$ cat config.mk
export PLATFORM = sky130hd
export DESIGN_NAME = sync_updown_counter
export DESIGN_NICKNAME = d
export VERILOG_FILES = /design/src/rtl/sync_updown_counter.sv
export SDC_FILE = /design/constraint.sdc
export NUM_CORES = 1
export LEC_CHECK = 0
export CAP_MARGIN = 5
export CELL_PAD_IN_SITES_DETAIL_PLACEMENT = 1
export CELL_PAD_IN_SITES_GLOBAL_PLACEMENT = 2
export CORE_MARGIN = 5
export CORE_UTILIZATION = 21
export CTS_CLUSTER_DIAMETER = 200
export DETAILED_ROUTE_END_ITERATION = 10
export PLACE_DENSITY = 0.79
export RECOVER_POWER = 100
export SYNTH_ARGS = -nofsm -noshare
export SYNTH_HDL_FRONTEND = slang
export SYNTH_SLANG_ARGS = --single-unit
export TNS_END_PERCENT = 10
$ cat constraint.sdc
create_clock -name clk -period 2 [get_ports clk]
set_clock_uncertainty 0.1 [all_clocks]
set_input_delay 0.4 -clock clk [delete_from_list [all_inputs] [get_ports clk]]
set_output_delay 0.4 -clock clk [all_outputs]
set_load 0.02 [all_outputs]
$ cat src/rtl/sync_updown_counter.sv
// sync_updown_counter: parametrised synchronous up/down counter with a
// programmable modulus, parallel load with clamp, count enable, a terminal-count
// output for cascading and a sticky wrap flag. Every flop uses the single clk.
//
// Compile-time option: define SYNC_UPDOWN_COUNTER_SAT_EN to make the counter
// saturate at 0 / MODULUS-1 instead of wrapping. In this mode wrapped stays 0.
module sync_updown_counter #(
  parameter int WIDTH     = 4,
  parameter int MODULUS   = 16,
  parameter int RESET_VAL = 0
) (
  input  logic             clk,
  input  logic             rst,
  input  logic             en,
  input  logic             up,
  input  logic             load,
  input  logic [WIDTH-1:0] d,
  output logic [WIDTH-1:0] q,
  output logic             tc,
  output logic             zero,
  output logic             wrapped
);

  // Constants in counter width. MODULUS-1 always fits in WIDTH bits, because
  // MODULUS is at most 2**WIDTH.
  localparam logic [WIDTH-1:0] MAX_VAL  = WIDTH'(MODULUS - 32'sd1);
  localparam logic [WIDTH-1:0] RST_VAL  = WIDTH'(RESET_VAL);
  localparam logic [WIDTH-1:0] ZERO_VAL = {WIDTH{1'b0}};
  localparam logic [WIDTH-1:0] ONE_VAL  = WIDTH'(32'd1);

  logic [WIDTH-1:0] q_q;
  logic [WIDTH-1:0] q_d;
  logic             wrapped_q;
  logic             wrapped_d;
  logic             at_max;
  logic             at_zero;

  // A load value above the top state is clamped to the top state.
  function automatic logic [WIDTH-1:0] clamp_load(input logic [WIDTH-1:0] v);
    logic [WIDTH-1:0] r;
    if (v > MAX_VAL) begin
      r = MAX_VAL;
    end else begin
      r = v;
    end
    return r;
  endfunction

  // The boundary decodes compare exactly, so the counter never leaves 0..MODULUS-1.
  assign at_max  = (q_q == MAX_VAL);
  assign at_zero = (q_q == ZERO_VAL);

  // Next state: load beats count, count beats hold. Reset is applied in the register.
  always_comb begin
    q_d       = q_q;
    wrapped_d = wrapped_q;
    if (load) begin
      q_d       = clamp_load(d);
      wrapped_d = 1'b0;
    end else if (en) begin
      if (up) begin
        if (at_max) begin
`ifdef SYNC_UPDOWN_COUNTER_SAT_EN
          q_d       = MAX_VAL;
`else
          q_d       = ZERO_VAL;
          wrapped_d = 1'b1;
`endif
        end else begin
          q_d = q_q + ONE_VAL;
        end
      end else begin
        if (at_zero) begin
`ifdef SYNC_UPDOWN_COUNTER_SAT_EN
          q_d       = ZERO_VAL;
`else
          q_d       = MAX_VAL;
          wrapped_d = 1'b1;
`endif
        end else begin
          q_d = q_q - ONE_VAL;
        end
      end
    end else begin
      q_d       = q_q;
      wrapped_d = wrapped_q;
    end
`ifdef SYNC_UPDOWN_COUNTER_SAT_EN
    // Saturation is not wrapping, so the flag can never be set in this mode.
    wrapped_d = 1'b0;
`endif
  end

  // State register. The active-low synchronous reset overrides load and en.
  always_ff @(posedge clk) begin
    if (!rst) begin
      q_q       <= RST_VAL;
      wrapped_q <= 1'b0;
    end else begin
      q_q       <= q_d;
      wrapped_q <= wrapped_d;
    end
  end

  // tc is combinational, so the next stage of a cascade counts on the same edge
  // on which this stage wraps or saturates.
  assign tc      = en & ~load & ((up & at_max) | (~up & at_zero));
  assign zero    = at_zero;
  assign q       = q_q;
  assign wrapped = wrapped_q;

endmodule

Word-level counts from Yosys, hierarchy flattened
Index checks and enable logic that the tools add are counted.
{ "classes": {"muxes": 9, "add_sub_neg": 2, "bitwise_logic": 8, "n_eq_ne": 2, "n_reduce_logical": 5, "n_lt_le_gt_ge": 1} }
{ "ops": {"columns": ["op", "n"], "rows": [
  ["$mux W4", 6],
  ["$add A4 B1 Y4 const B", 1],
  ["$and A1 B1 Y1", 4],
  ["$eq A4 B4 Y1 const B", 1],
  ["$gt A4 B4 Y1 const B", 1],
  ["$logic_not A4 Y1", 1],
  ["$reduce_bool A2 Y1", 2],
  ["$sub A4 B1 Y4 const B", 1],
  ["$mux W1", 3],
  ["$not A1 Y1", 3],
  ["$reduce_and A3 Y1", 1],
  ["$ne A2 B1 Y1 const B", 1],
  ["$reduce_or A2 Y1", 1],
  ["$or A1 B1 Y1", 1]
]} }
{ "totals": {"register_bits": 5, "in_bits": 9} }

Logic depth before layout (Yosys ltp)
{ "logic_depth": {"depth_word": 5, "ltp_mapped": 6} }

Least setup slack after synthesis
No wires, ideal clock.
{ "synth_timing": {"path_kind": "reg2out", "startpoint": "register q_q[0], in the netlist q[0]", "endpoint": "output tc", "required_ns": 1.500, "stages_incl_launch_ff": 5, "slack_ns": 0.247, "arrival_ns": 1.253, "n_path_buf": 0, "cell_sequence": "dfxtp_1 > ha_1 > nand4_1 > o41ai_2 > and3_1"} }
{ "synth_via": {"elab_chain_cells": 4, "word_cells_on_any_way": 6, "cone_classes": "eq/ne: 1; bitwise: 4; reduce/logical: 1"} }
{ "synth_rtl": {"columns": ["element", "line_no", "text"], "rows": [
  ["start, declared", "31", "logic [WIDTH-1:0] q_q;"],
  ["start signal, assigned", "100", "q_q <= q_d;"],
  ["$eq A4 B4 Y1 or $logic_not A4 Y1 (tied branches)", "50, 51", null],
  ["$and A1 B1 Y1", "107", "assign tc = en & ~load & ((up & at_max) | (~up & at_zero));"],
  ["$or A1 B1 Y1 (*)", "107", null],
  ["$and A1 B1 Y1 (*)", "107", null],
  ["end, declared", "19", "output logic tc,"]
]} }
Every way passes the cells marked *; elsewhere a longest branch is shown, timed or not.

Final worst setup path
{ "layout_timing": {"startpoint": "register q_q[0], in the netlist q[0]", "endpoint": "output q[0]"} }
{ "layout_rtl": {"columns": ["element", "line_no", "text"], "rows": [
  ["end, declared", "18", "output logic [WIDTH-1:0] q,"]
]} }
No word-level cell between the ends.

==> results.py <==
metrics = {
    "status": {
        "status": "finished clean",
    },
    "logic_synthesis": {
        "ys.warnings.count": 0,
        "synthTopCellsByArea": "dfxtp_1, a21oi_1, ha_1",
        "synth_top_area_share_pct": 26.32,
        "syn-cell-area_um2": 380.4,
        "synth_fp_nets": 55,
        "synth_cell_types": 24,
        "yosysSeqAreaShare_pct": 26.32,
        "postSynthCellCount": 44,
        "avgSynthCellArea_um2": 8.645,
        "ys_ff_latch": 5,
        "synth_top_cell_by_area": "dfxtp_1",
    },
    "run": {
        "maxCapViolations": 0,
    },
    "setup_path": {
        "crit_path_frequent_cell": "buf_4",
        "slowest_delay_ns": 0.60,
        "critPathLaunchType": "register",
        "cpLargestDelayFamily": "buffers and inverters",
        "worstSetupPathType": "reg2out",
        "worstPathArrival_ns": 1.44,
        "cp_cell_sequence": "buf_4, buf_4, clkdlybuf4s50_1",
        "crit_buf_inv": 3,
        "crit_required_ns": 1.50,
        "cp_max_fo": 6,
        "rrSetupSlack_ns": 0.36,
        "cp-end-kind": "output pin",
        "slowest_stage": "clkdlybuf4s50_1",
    },
    "detailed_routing": {
        "drt_iter0_drc": 9,
        "drt-pass1-iter-count": 4,
        "wl_met1_um": 611,
        "drc": 0,
        "routed.top_layer": "met4",
        "wl_per_cell_um": 13.80,
        "dr_wl_met3_um": 64,
        "vias": 470,
        "routed_wl_mm": 1.408,
        "viasPerCell": 4.608,
        "ant_nets": 0,
        "dr_wl_met2_um": 718,
    },
    "floorplan": {
        "num_rows": 15,
        "die_area_um2": 2763,
        "core-area_um2": 1727,
        "initial_core_util_pct": 22.03,
        "pin_count": 16,
        "die_height_um": 52.56,
        "die_w_um": 52.56,
    },
    "placed_design": {
        "dp_slack_ns": -0.5168,
        "hpwl_um": 966.9,
        "numPortBuffers": 15,
        "routabilityCongestion": 0.8053,
    },
    "cells_and_area": {
        "diodes": 0,
        "drive_gt1_share_pct": 35.06,
        "multi_input_area_um2": 260.3,
        "fin_nets": 89,
        "ff_latch_area_um2": 105.1,
        "fillCellCount": 220,
        "areaGrowthSynthToFinish_pct": 84.54,
    },
    "clock_tree": {
        "cts_tree": "done",
        "clk_pin_slew_ns": 0.05,
        "holdBufCountCts": 0,
        "clock-sinks": 5,
        "cts_root_buf": "clkbuf_4",
        "h-tree-depth": 1,
        "cts_buffer_depth": 2,
        "clock_latency_ns": 0.25,
        "cts_made_buffers": 3,
    },
    "grt": {
        "grt_pass1_vias": 514,
        "grt_pass1_wl_mm": 2.249,
        "grt_usage_pct": 11.39,
        "grt_max_degree": 8,
        "gr-total-overflow": 0,
        "antenna_found_initial": 0,
    },
    "sta": {
        "slew_headroom_pct": 78.54,
        "rsz0062_at_grt": "false",
        "clock.fmax_mhz": 515.1,
        "setup_viol": 0,
        "post-route-min-period_ns": 1.941,
        "hold_viol": 0,
        "fin_ws_ns": 0.05866,
        "finalCritPeriodShare_pct": 97.07,
        "drv_slew": 0,
        "tightest_slew_ns": 0.3219,
    },
    "power_and_ir_drop": {
        "p_leak_nw": 0.3117,
        "power_mw": 0.3967,
        "ir_drop_v": 0.0002665,
        "powerDensity_nw_per_um2": 565.2,
    },
    "min_path": {
        "hp-class": "reg2reg",
    },
}
## metrics by stage
| step | std cells | cell area (um2) | setup TNS [ns] | hold WS, ns | util (%) |
|---|---|---|---|---|---|
| floorplan | 44 | 380.4 | 0 | 0.3761 | - |
| global placement | 94 | 620.6 | -0.5065 | 0.4008 | 35.94 |
| detailed placement | 94 | 620.6 | -0.5446 | 0.4173 | 35.94 |
| CTS | 101 | 685.7 | -0.005360 | 0.4285 | 39.71 |
| global route | 102 | 701.9 | 0 | 0.4487 | 40.65 |
| finish | 102 | 701.9 | 0 | 0.4159 | 40.65 |
## cell families (layout without fill, tap and decap cells)
family / count (synthesis) / after routing / share of synthesized area, %
fa+ha+maj: 2 / 2 / 6.578
compound gates: 13 / 13 / 24.01
simple gates: 13 / 13 / 18.42
xor+xnor: 3 / 3 / 6.909
mux: 2 / 2 / 5.592
buf+inv: 6 / 39 / 12.17
flops: 5 / 5 / 26.32
## placed cells by master, fill, tap and decap left out, drive strengths merged, types with 2 or more instances in the layout
| cell type | Yosys | layout |
|---|---|---|
| buf | 2 | 15 |
| clkdlybuf4s50 | 0 | 9 |
| clkbuf | 0 | 7 |
| a21oi | 5 | 5 |
| dfxtp | 5 | 5 |
| nand2 | 4 | 4 |
| inv | 4 | 4 |
| o21ai | 3 | 3 |
| nor3 | 2 | 2 |
| and3 | 2 | 2 |
| xnor2 | 2 | 2 |
| dlygate4sd3 | 0 | 2 |
| dlygate4sd2 | 0 | 2 |
| ha | 2 | 2 |
## Yosys cell counts
master    n
o41ai_2   1
o221ai_1  1
o211a_1   1
mux2i_1   1
dfxtp_1   5
o21ai_0   3
and3_1    2
o211ai_1  1
a21oi_1   5
mux2_1    1
nor3_1    2
or2_0     1
a41oi_1   1
ha_1      2
buf_12    1
inv_1     4
and2_1    1
nand2_1   4
nand4_1   1
xnor2_1   2
buf_6     1
nor3b_1   1
or3_1     1
xor2_1    1
## layout make-up
type | instances | share of cell area [%]
multi-input cells | 33 | 37.08
flip-flops and latches | 5 | 14.97
repair buffers | 31 | 37.61
clock buffers | 4 | 3.743
well taps | 25 | 4.456
inverters | 4 | 2.139
## worst reg2reg max path, cell delays in order, from the launching register on
cell	delay, ns
dfxtp_4	0.35
buf_6	0.13
ha_4	0.15
buf_4	0.13
mux2_1	0.28
nand2_1	0.08
xor2_1	0.19
a21oi_1	0.11
## flip-flops by register name (all words and copies together), names as in the netlist
name	count
q	4
wrapped	1
## final timing paths
kind | start | to | depth (start not counted)
setup / recovery | q[0] | q[0] | 3
hold / removal | wrapped | wrapped | 2
setup reg to reg | q[1] | q[2] | 7
hold reg to reg | wrapped | wrapped | 2
## routing by layer
layer / vias to the layer above / global-route usage [%]
met1: 223 / 11.84
met2: 14 / 19.63
met4: 0 / 8.511
li1: 231 / -
met3: 2 / 2.564
met5: - / 0
## repair_timing
item,in CTS,in global routing
buffers inserted,3,1
pin swaps,2,3
gates cloned,0,0
endpoints found under the setup margin,2,2
resized for setup,16,6
## report_power, final
group	internal, mW	switching [mW]
Combinational	0.0853	0.0745
Clock	0.0757	0.0452
Sequential	0.108	0.00819
No activity file was read; power rests on OpenSTA's default activity.
